===== src/rtl/fpu_sched_pkg.sv =====
// Shared types and the round-robin pick helper for the fadd issue arbiter.
package fpu_sched_pkg;

    localparam int ID_W = 2;

    typedef logic [4:0] fadd_tag_t;

    typedef struct packed {
        logic [31:0]     y;
        logic            flag;
        fadd_tag_t       add;
        logic [ID_W-1:0] id;
    } res_entry_t;

    // Returns {hit, index}: first set bit of valid at or after ptr, modulo nreq.
    function automatic logic [ID_W:0] rr_pick(input logic [3:0] valid,
                                              input logic [ID_W-1:0] ptr,
                                              input int nreq);
        logic [ID_W:0]   pick;
        logic [ID_W-1:0] sel;
        int              idx;
        pick = '0;
        for (int k = 3; k >= 0; k--) begin
            idx = (int'(ptr) + k) % nreq;
            sel = idx[ID_W-1:0];
            if (k < nreq && valid[sel]) begin
                pick = {1'b1, sel};
            end
        end
        return pick;
    endfunction

endpackage


===== src/rtl/fadd_res_fifo.sv =====
// Result FIFO between the fadd capture point and writeback; head is readable
// in the cycle after the push so results reach writeback with minimum latency.
module fadd_res_fifo
    import fpu_sched_pkg::*;
#(
    parameter  int DEPTH = 4,
    localparam int PTR_W = (DEPTH > 1) ? $clog2(DEPTH) : 1,
    localparam int CNT_W = $clog2(DEPTH + 1)
) (
    input  logic             clk,
    input  logic             rst,
    input  logic             i_push,
    input  res_entry_t       i_data,
    input  logic             i_pop,
    output res_entry_t       o_head,
    output logic             o_valid,
    output logic [CNT_W-1:0] o_count
);

    res_entry_t       r_mem [DEPTH];
    logic [PTR_W-1:0] r_wr_ptr;
    logic [PTR_W-1:0] r_rd_ptr;
    logic [CNT_W-1:0] r_count;
    logic             w_pop;

    function automatic logic [PTR_W-1:0] ptr_inc(input logic [PTR_W-1:0] p);
        return (p == PTR_W'(DEPTH - 1)) ? '0 : p + 1'b1;
    endfunction

    assign w_pop   = i_pop && (r_count != '0);
    assign o_valid = (r_count != '0);
    assign o_head  = r_mem[r_rd_ptr];
    assign o_count = r_count;

    always_ff @(posedge clk) begin
        if (i_push) begin
            r_mem[r_wr_ptr] <= i_data;
        end
    end

    always_ff @(posedge clk) begin
        if (rst) begin
            r_wr_ptr <= '0;
            r_rd_ptr <= '0;
            r_count  <= '0;
        end else begin
            if (i_push) begin
                r_wr_ptr <= ptr_inc(r_wr_ptr);
            end
            if (w_pop) begin
                r_rd_ptr <= ptr_inc(r_rd_ptr);
            end
            case ({i_push, w_pop})
                2'b10:   r_count <= r_count + 1'b1;
                2'b01:   r_count <= r_count - 1'b1;
                default: r_count <= r_count;
            endcase
        end
    end

    // Issue credit must make an overflowing push impossible.
    a_no_overflow: assert property (@(posedge clk) disable iff (rst)
        !(i_push && r_count == CNT_W'(DEPTH)));

endmodule


===== src/rtl/fadd_issue_arbiter.sv =====
// Round-robin, credit-gated issue of NREQ requesters into one pipelined fadd,
// with id/tag tracking alongside the pipe and an in-order result FIFO.
module fadd_issue_arbiter
    import fpu_sched_pkg::*;
#(
    parameter  int NSTAGE     = 2,
    parameter  int NREQ       = 2,
    parameter  int FIFO_DEPTH = 4,
    localparam int IDW        = (NREQ > 1) ? $clog2(NREQ) : 1,
    localparam int CNT_W      = $clog2(FIFO_DEPTH + 1)
) (
    input  logic                  clk,
    input  logic                  rst,
    input  logic [NREQ-1:0]       req_valid,
    output logic [NREQ-1:0]       req_ready,
    input  logic [NREQ-1:0][31:0] req_x1,
    input  logic [NREQ-1:0][31:0] req_x2,
    input  logic [NREQ-1:0]       req_flag,
    input  logic [NREQ-1:0][4:0]  req_add,
    output logic [31:0]           fa_x1,
    output logic [31:0]           fa_x2,
    output logic                  fa_flagin,
    output logic [4:0]            fa_addin,
    input  logic [31:0]           fa_y,
    input  logic                  fa_flagout,
    input  logic [4:0]            fa_addout,
    output logic                  res_valid,
    input  logic                  res_ready,
    output logic [31:0]           res_y,
    output logic                  res_flag,
    output logic [4:0]            res_add,
    output logic [IDW-1:0]        res_id,
    output logic                  busy,
    output logic                  err_tag
);

    logic             r_vld_sr  [1:NSTAGE];
    logic [ID_W-1:0]  r_id_sr   [1:NSTAGE];
    fadd_tag_t        r_tag_sr  [1:NSTAGE];
    logic             r_flag_sr [1:NSTAGE];
    logic [ID_W-1:0]  r_rr_ptr;
    logic             r_err_tag;

    logic [ID_W:0]    w_pick;
    logic [ID_W-1:0]  w_win;
    logic [IDW-1:0]   w_win_i;
    logic             w_credit_ok;
    logic             w_grant;
    logic             w_any_vld;
    logic [CNT_W-1:0] w_fifo_cnt;
    logic             w_push;
    logic             w_fifo_valid;
    res_entry_t       w_push_data;
    res_entry_t       w_head;

    // Every op issued and not yet popped holds one FIFO slot in reserve.
    always_comb begin
        int inflight;
        inflight  = 0;
        w_any_vld = 1'b0;
        for (int k = 1; k <= NSTAGE; k++) begin
            inflight  = inflight + int'(r_vld_sr[k]);
            w_any_vld = w_any_vld | r_vld_sr[k];
        end
        w_credit_ok = (inflight + int'(w_fifo_cnt)) < FIFO_DEPTH;
    end

    assign w_pick    = rr_pick(4'(req_valid), r_rr_ptr, NREQ);
    assign w_win     = w_pick[ID_W-1:0];
    assign w_win_i   = w_win[IDW-1:0];
    assign w_grant   = w_credit_ok && w_pick[ID_W];

    assign req_ready = w_grant ? (NREQ'(1) << w_win) : '0;
    assign fa_x1     = w_grant ? req_x1[w_win_i] : '0;
    assign fa_x2     = w_grant ? req_x2[w_win_i] : '0;
    assign fa_flagin = w_grant ? req_flag[w_win_i] : 1'b0;
    assign fa_addin  = w_grant ? req_add[w_win_i] : '0;

    for (genvar gi = 1; gi <= NSTAGE; gi++) begin : g_stage
        always_ff @(posedge clk) begin
            if (rst) begin
                r_vld_sr[gi]  <= 1'b0;
                r_id_sr[gi]   <= '0;
                r_tag_sr[gi]  <= '0;
                r_flag_sr[gi] <= 1'b0;
            end else if (gi == 1) begin
                r_vld_sr[gi]  <= w_grant;
                r_id_sr[gi]   <= w_win;
                r_tag_sr[gi]  <= req_add[w_win_i];
                r_flag_sr[gi] <= req_flag[w_win_i];
            end else begin
                r_vld_sr[gi]  <= r_vld_sr[gi-1];
                r_id_sr[gi]   <= r_id_sr[gi-1];
                r_tag_sr[gi]  <= r_tag_sr[gi-1];
                r_flag_sr[gi] <= r_flag_sr[gi-1];
            end
        end
    end

    assign w_push      = r_vld_sr[NSTAGE];
    assign w_push_data = '{y: fa_y, flag: fa_flagout, add: fa_addout, id: r_id_sr[NSTAGE]};

    always_ff @(posedge clk) begin
        if (rst) begin
            r_rr_ptr  <= '0;
            r_err_tag <= 1'b0;
        end else begin
            if (w_grant) begin
                r_rr_ptr <= (int'(w_win) == NREQ - 1) ? '0 : w_win + 1'b1;
            end
            if (w_push && (fa_addout != r_tag_sr[NSTAGE] || fa_flagout != r_flag_sr[NSTAGE])) begin
                r_err_tag <= 1'b1;
            end
        end
    end

    fadd_res_fifo #(
        .DEPTH (FIFO_DEPTH)
    ) u_fifo (
        .clk     (clk),
        .rst     (rst),
        .i_push  (w_push),
        .i_data  (w_push_data),
        .i_pop   (res_ready),
        .o_head  (w_head),
        .o_valid (w_fifo_valid),
        .o_count (w_fifo_cnt)
    );

    assign res_valid = w_fifo_valid;
    assign res_y     = w_head.y;
    assign res_flag  = w_head.flag;
    assign res_add   = w_head.add;
    assign res_id    = w_head.id[IDW-1:0];
    assign busy      = w_any_vld || (w_fifo_cnt != '0);
    assign err_tag   = r_err_tag;

endmodule


===== config.mk =====
export PLATFORM = sky130hd
export DESIGN_NAME = fadd_issue_arbiter
export DESIGN_NICKNAME = d
export VERILOG_FILES = /design/src/rtl/fpu_sched_pkg.sv /design/src/rtl/fadd_res_fifo.sv /design/src/rtl/fadd_issue_arbiter.sv
export SDC_FILE = /design/constraint.sdc
export NUM_CORES = 1
export LEC_CHECK = 0
export ABC_AREA = 1
export CORE_UTILIZATION = 50
export CTS_BUF_LIST = sky130_fd_sc_hd__clkbuf_2 sky130_fd_sc_hd__clkbuf_4 sky130_fd_sc_hd__clkbuf_8
export CTS_CLUSTER_DIAMETER = 80
export DETAILED_ROUTE_END_ITERATION = 6
export DONT_BUFFER_PORTS = 1
export PLACE_DENSITY = 0.68
export SETUP_SLACK_MARGIN = 0.1
export SLEW_MARGIN = 20
export SYNTH_ARGS = -nofsm -noshare
export SYNTH_HDL_FRONTEND = slang
export SYNTH_SLANG_ARGS = --single-unit

===== constraint.sdc =====
create_clock -name clk -period 1.7 [get_ports clk]
set_input_delay 0.34 -clock clk [delete_from_list [all_inputs] [get_ports clk]]
set_output_delay 0.34 -clock clk [all_outputs]
set_load 0.05 [all_outputs]

# --- Word level (Yosys, flattened, before mapping) ---
# Memories as Yosys holds them, arrays and structs flattened. A register that Yosys moved wholly into a read port is not among the register bits.
# Index checks and enable logic that the tools add are counted.
totals:
  ram_bits: 178
  n_memories: 5
  regBits: 9
  latchBits: 0
  elab_cells: 85
  output_inout_bits: 114
  romBits: 0
  inputBits: 183
classes:
  mul: 0
  shift: 1
  eq_ne: 7
  bitwise_logic: 10
  n_mux: 38
  reduce_logical: 7
  n_lt_le_gt_ge: 4
  addsub: 8
  div: 0
mem_list:
  columns: ["name", "words", "width", "rd", "rd_ports_with_merged_regs", "wr", "line", "rtl"]
  rows:
  - ["u_fifo.r_mem", 4, 40, 1, 1, 1, "fadd_res_fifo.sv:20", "res_entry_t r_mem [DEPTH];"]
  - ["r_tag_sr", 2, 5, 2, 0, 2, "fadd_issue_arbiter.sv:39", "fadd_tag_t r_tag_sr [1:NSTAGE];"]
  - ["r_id_sr", 2, 2, 2, 0, 2, "fadd_issue_arbiter.sv:38", "logic [ID_W-1:0] r_id_sr [1:NSTAGE];"]
  - ["r_flag_sr", 2, 1, 2, 0, 2, "fadd_issue_arbiter.sv:40", "logic r_flag_sr [1:NSTAGE];"]
  - ["r_vld_sr", 2, 1, 2, 0, 2, "fadd_issue_arbiter.sv:37", "logic r_vld_sr [1:NSTAGE];"]
op_table:
  columns: ["operator", "count"]
  rows:
  - ["2-to-1 mux 32 bit", 6]
  - ["2-to-1 mux 5 bit", 5]
  - ["2-to-1 mux 1 bit", 16]
  - ["2-to-1 mux 2 bit", 7]
  - ["OR 1 bit", 9]
  - ["equality test 2 bit (second input constant)", 4]
  - ["2-to-1 mux 3 bit", 2]
  - ["one-hot mux 3 bit (2 select lines)", 1]
  - ["!= test 5 bit", 1]
  - ["adder 2 x 1 -> 2 bit (second input constant)", 2]
  - ["adder 2 x 3 -> 4 bit", 1]
  - ["< comparator 4 x 3 -> 1 bit (second input constant)", 1]
  - ["adder 3 x 1 -> 3 bit (second input constant)", 1]
  - ["logical AND 1 bit", 3]
  - ["< comparator 1 x 3 -> 1 bit (second input constant)", 1]
  - ["< comparator 2 x 3 -> 1 bit (second input constant)", 1]
  - ["nonzero test 3 bit", 1]
  - ["subtractor 3 x 1 -> 3 bit (second input constant)", 1]
  - ["adder 1 bit (second input constant)", 2]
  - ["adder 1 x 1 -> 2 bit", 1]
  - ["binary-select mux 1 bit (select 2 bit)", 1]
  - ["equality test 2 x 1 -> 1 bit (second input constant)", 1]
  - ["logical OR 1 bit", 2]
  - ["< comparator 1 x 2 -> 1 bit (second input constant)", 1]
  - ["other kinds (4)", 4]

# --- Logic depth before layout (Yosys ltp) ---
# Gate-level depths: netlist (run 1).
depth:
  depth_word: 9
  depth_mapped: 11

# --- By module ---
# Synthesis (run 1) repeated with hierarchy kept, for this count alone.
unflattened:
  cells_unflattened: 766
  hier_area_um2: 8136.6
by_module_without_submodules:
  columns: ["module", "seq_area_each_um2", "cells_each", "area_each_um2", "instances"]
  rows:
  - ["fadd_res_fifo", 4984.8, 450, 6526.3, 1]
  - ["fadd_issue_arbiter", 360.3, 316, 1610.3, 1]

# --- Worst setup path before layout (run 1) ---
# No wires, ideal clock.
synth_path:
  path_kind: "register to output"
  from: "register u_fifo.r_count[0], in the netlist u_fifo.o_count[0]"
  to: "output port fa_x2[10]"
  stages_incl_launch_ff: 7
  setup_slack_ps: -540
  t_arrival_ps: 1900
  n_path_buf: 1
  cell_sequence: "dfxtp_1 > ha_1 > a21oi_2 > o21a_4 > nand2_8 > buf_6 > a21oi_1"
synth_between:
  elab_chain_len: 4
synth_rtl:
  columns: ["element", "line", "rtl"]
  rows:
  - ["start, declared", "fadd_res_fifo.sv:23", "logic [CNT_W-1:0] r_count;"]
  - ["start signal, assigned", "fadd_res_fifo.sv:54", "2'b10: r_count <= r_count + 1'b1;"]
  - ["start signal, assigned", "fadd_res_fifo.sv:55", "2'b01: r_count <= r_count - 1'b1;"]
  - ["start signal, assigned", "fadd_res_fifo.sv:56", "default: r_count <= r_count;"]
  - ["adder 2 x 3 -> 4 bit", "fadd_issue_arbiter.sv:65", "w_credit_ok = (inflight + int'(w_fifo_cnt)) < FIFO_DEPTH;"]
  - ["< comparator 4 x 3 -> 1 bit", "fadd_issue_arbiter.sv:65", null]
  - ["logical AND 1 bit", "fadd_issue_arbiter.sv:71", "assign w_grant = w_credit_ok && w_pick[ID_W];"]
  - ["2-to-1 mux 32 bit", "fadd_issue_arbiter.sv:75", "assign fa_x2 = w_grant ? req_x2[w_win_i] : '0;"]
  - ["end, declared", "fadd_issue_arbiter.sv:21", "output logic [31:0] fa_x2,"]
# No other way between the ends.

# --- Worst setup path in the final report (run 1) ---
layout_path:
  from: "register u_fifo.r_count[0], in the netlist u_fifo.o_count[0]"
  to: "output port fa_x1[16]"
layout_between:
  elab_chain_len: 4
layout_rtl:
  columns: ["element", "line", "rtl"]
  rows:
  - ["adder 2 x 3 -> 4 bit", "fadd_issue_arbiter.sv:65", null]
  - ["< comparator 4 x 3 -> 1 bit", "fadd_issue_arbiter.sv:65", null]
  - ["logical AND 1 bit", "fadd_issue_arbiter.sv:71", null]
  - ["2-to-1 mux 32 bit", "fadd_issue_arbiter.sv:74", "assign fa_x1 = w_grant ? req_x1[w_win_i] : '0;"]
  - ["end, declared", "fadd_issue_arbiter.sv:20", "output logic [31:0] fa_x1,"]
# No other way between the ends.

==> results.py, run 1 <==
metrics = {
    "route": {
        "dr.max_layer_used": "met4",
        "wl_per_cell_um": 31.5,
        "m1WireLength_um": 12100,
        "wl_met3_um": 3850,
        "num_vias": 7668,
        "met2WireLength_um": 18600,
        "firstDrtPassIters": 5,
        "drc": 0,
        "drt-total-wl_um": 37100,
        "via_per_inst": 6.49,
        "antenna_left": 0,
        "first_iter_violations": 829,
    },
    "worst_setup_path": {
        "arrival_ns": 2.04,
        "cp_data_required_time_ns": 1.36,
        "critPathMaxFanout": 7,
        "cp-start-kind": "flip-flop",
        "critPathCaptureType": "primary output",
        "timing_worst_setup_path_type": "flip-flop to primary output",
    },
    "power": {
        "comb_power_share": 0.604,
        "power.density_nw_per_um2": 1480,
        "ir_drop_mv": 0.817,
        "p_sw_frac": 0.430,
        "finalPower_mw": 21.5,
        "pwr-share-seq": 0.246,
        "p_clk_frac": 0.150,
        "switchingPower_mw": 9.24,
        "power.internal_mw": 12.2,
        "p_leak_nw": 5.05,
    },
    "synthesis": {
        "avgSynthCellArea_um2": 10.7,
        "yosysSeqAreaShare": 0.643,
        "ys_types": 25,
        "netlist_instances": 757,
        "synthFlopType": "edfxtp_1",
        "synthMostInstantiatedCell": "edfxtp_1",
        "syn_area_um2": 8130,
        "synthTopCellsByArea": "edfxtp_1 58%, nand2_1 7.1%, dfxtp_1 6.7%, nor2_1 5.2%, o21ai_0 5.2%",
        "synth_top_area_share": 0.577,
        "synth_top_area_cell": "edfxtp_1",
        "synth_common_cells": "156 x edfxtp_1, 154 x nand2_1, 113 x nor2_1",
        "synth_enable_flop_cells": 156,
        "async_flop_share": 0,
        "ys_seq_elements": 183,
        "syn-num-nets": 948,
        "yosys_warnings": 0,
    },
    "timing": {
        "tns_ns": -61.40,
        "worstMarginPinSlew_ns": 0.732,
        "period_minus_slack_ns": 2.38,
        "setup_viol": 115,
        "worst_slew_margin_rel": 0.511,
        "hold_viol_final": 0,
        "hold_slack_ns": 0.126,
        "period_share": 1.40,
        "rsz0062_at_grt": "yes",
        "finClkSkew_ns": 0.0150,
        "slew_viol_final": 0,
        "max_freq_ghz": 0.421,
        "setup_slack_ns": -0.675,
    },
    "placed_design": {
        "dp_cells": 1076,
        "dpl_cell_area_um2": 11800,
        "portBuffers": 0,
        "place.detailed.hpwl_um": 17100,
        "place_congestion": 0.944,
        "pre_cts_slack_ns": -0.173,
    },
    "die": {
        "chipWidth_um": 129,
        "rows": 46,
        "core_area_um2": 15900,
        "die_h_um": 129,
        "io_pins": 297,
        "start_util": 0.511,
        "dieArea_um2": 16800,
    },
    "finish": {
        "multi_input_area_um2": 4540,
        "n_antenna_cell": 0,
        "fin_util": 0.913,
        "nNetsFinal": 1144,
        "final_layout_size_suffix_gt1_frac": 0.513,
        "regArea_um2": 5240,
        "nFillCells": 519,
        "final_cell_area_um2": 14500,
        "layout.cells.non_filler": 1181,
        "area.growth.synth_to_final_pct": 78.5,
    },
    "clocking": {
        "cts_sinks": 183,
        "cts_root_buffer": "clkbuf_8",
        "clockBufferDepth": 2,
        "ctsHtreeMaxLevel": 4,
        "worstSkewPairLatency_ns": 0.47,
        "clkTransAtPathRegs_ns": 0.11,
        "numCtsBuffers": 17,
        "cts_tree": "yes",
    },
    "min_path": {
        "hp-class": "primary input to flip-flop",
    },
    "grt": {
        "grt_pass1_wl_um": 48300,
        "grt_max_degree": 45,
        "antenna_found_initial": 0,
        "grt_use_total": 0.406,
        "first_global_vias": 7583,
        "grt_overflow_total": 0,
    },
    "outcome": {
        "violations": "negative setup slack",
        "status": "finished, violations left",
    },
    "run": {
        "drv_cap": 0,
    },
}
## critical path, cell delays in order (launching register included)
cell and delay [ns]:
dfxtp_2 0.38, ha_4 0.21, a21oi_4 0.12, o21a_4 0.20, nand2_8 0.11, buf_16 0.18
a21oi_4 0.19, buf_12 0.17
## repair_timing
action                                  4_1_cts  5_1_grt
hold endpoints to repair                    171        0
gates cloned                                 17        3
endpoints found under the setup margin      115      115
pin swaps                                    67       57
hold buffers                                 39        0
setup buffers                                14        4
resized for setup                           298       80
## state kept, by name (all words and copies together), names as in the netlist, named ones only
signal,cells
u_fifo.r_mem,156
r_tag_sr,10
u_fifo.o_count,3
r_flag_sr,2
r_id_sr,2
r_vld_sr,2
u_fifo.r_rd_ptr,2
u_fifo.r_wr_ptr,2
err_tag,1
r_rr_ptr,1
## path summary, 6_finish.rpt
| check | start | endpoint | slack [ns] | depth (start not counted) |
|---|---|---|---|---|
| setup / recovery | u_fifo.o_count[0]$_SDFFE_PP0P_ | fa_x1[16] | -0.68 | 7 |
| hold / removal | rst | r_rr_ptr[0]$_SDFFE_PP0P_ | 0.13 | 3 |
| setup reg to reg | u_fifo.o_count[0]$_SDFFE_PP0P_ | u_fifo.o_count[1]$_SDFFE_PP0P_ | -0.16 | 11 |
| hold reg to reg | r_tag_sr[1][1]$_SDFF_PP0_ | r_tag_sr[2][1]$_SDFF_PP0_ | 0.45 | 2 |
## cell families after synthesis
group                    share of synthesized area
AND/OR/NAND/NOR                              0.131
AO/OA/AOI/OAI                                0.149
flip-flops                                   0.643
buffers and inverters                       0.0562
adder cells (fa/ha/maj)                     0.0132
multiplexers                               0.00739
## metal layers
| metal | GRT usage | vias up |
|---|---|---|
| met5 | 0 | - |
| met4 | 0.191 | 0 |
| met3 | 0.0917 | 199 |
| met2 | 0.717 | 722 |
| met1 | 0.469 | 3726 |
| li1 | - | 3021 |
## cell type report
cell class | count | area share
sequential | 183 | 0.361
tap | 216 | 0.0186
clock inverter | 14 | 0.0119
timing repair buffer | 223 | 0.267
multi-input combinational | 487 | 0.313
clock buffer | 17 | 0.0161
timing repair inverter | 1 | 0.000604
inverter | 40 | 0.0124
## power by group through the flow
stage,logic [mW],clock network [mW],registers [mW]
after CTS,11.9,3.02,5.22
final,13.0,3.22,5.29
after global routing,13.3,3.35,5.29
after detailed placement,9.67,0,5.25
after global placement,9.47,0,5.24
after floorplan,5.67,0,5.23
## placed cells by master, fill, tap and decap left out, types with 3 or more instances in the layout
master / instances
a21oi_1: 7
o22ai_4: 35
o21ai_2: 35
inv_6: 4
a21oi_4: 65
inv_1: 29
nand2_1: 152
edfxtp_1: 156
o21ai_0: 4
ha_1: 5
buf_16: 16
mux2i_1: 6
dlygate4sd3_1: 39
o21ai_1: 12
buf_8: 7
dfxtp_1: 21
clkbuf_8: 17
o21ai_4: 33
bufinv_16: 3
buf_4: 13
nor2_2: 29
buf_12: 130
inv_2: 5
clkinvlp_4: 6
nor2_4: 49
dfxtp_2: 5
nor2_1: 35
buf_6: 16
o22ai_2: 4
Note: power is estimated with default switching activity, not from simulation.
==> inputs of run 2 (changes only) <==
--- a/config.mk
+++ b/config.mk
@@ -13,7 +13,6 @@
 export DONT_BUFFER_PORTS = 1
 export PLACE_DENSITY = 0.68
 export SETUP_SLACK_MARGIN = 0.1
-export SLEW_MARGIN = 20
 export SYNTH_ARGS = -nofsm -noshare
 export SYNTH_HDL_FRONTEND = slang
 export SYNTH_SLANG_ARGS = --single-unit
==> results of run 2 <==
The final DEF is identical to that of run 1; final timing and power are the same.
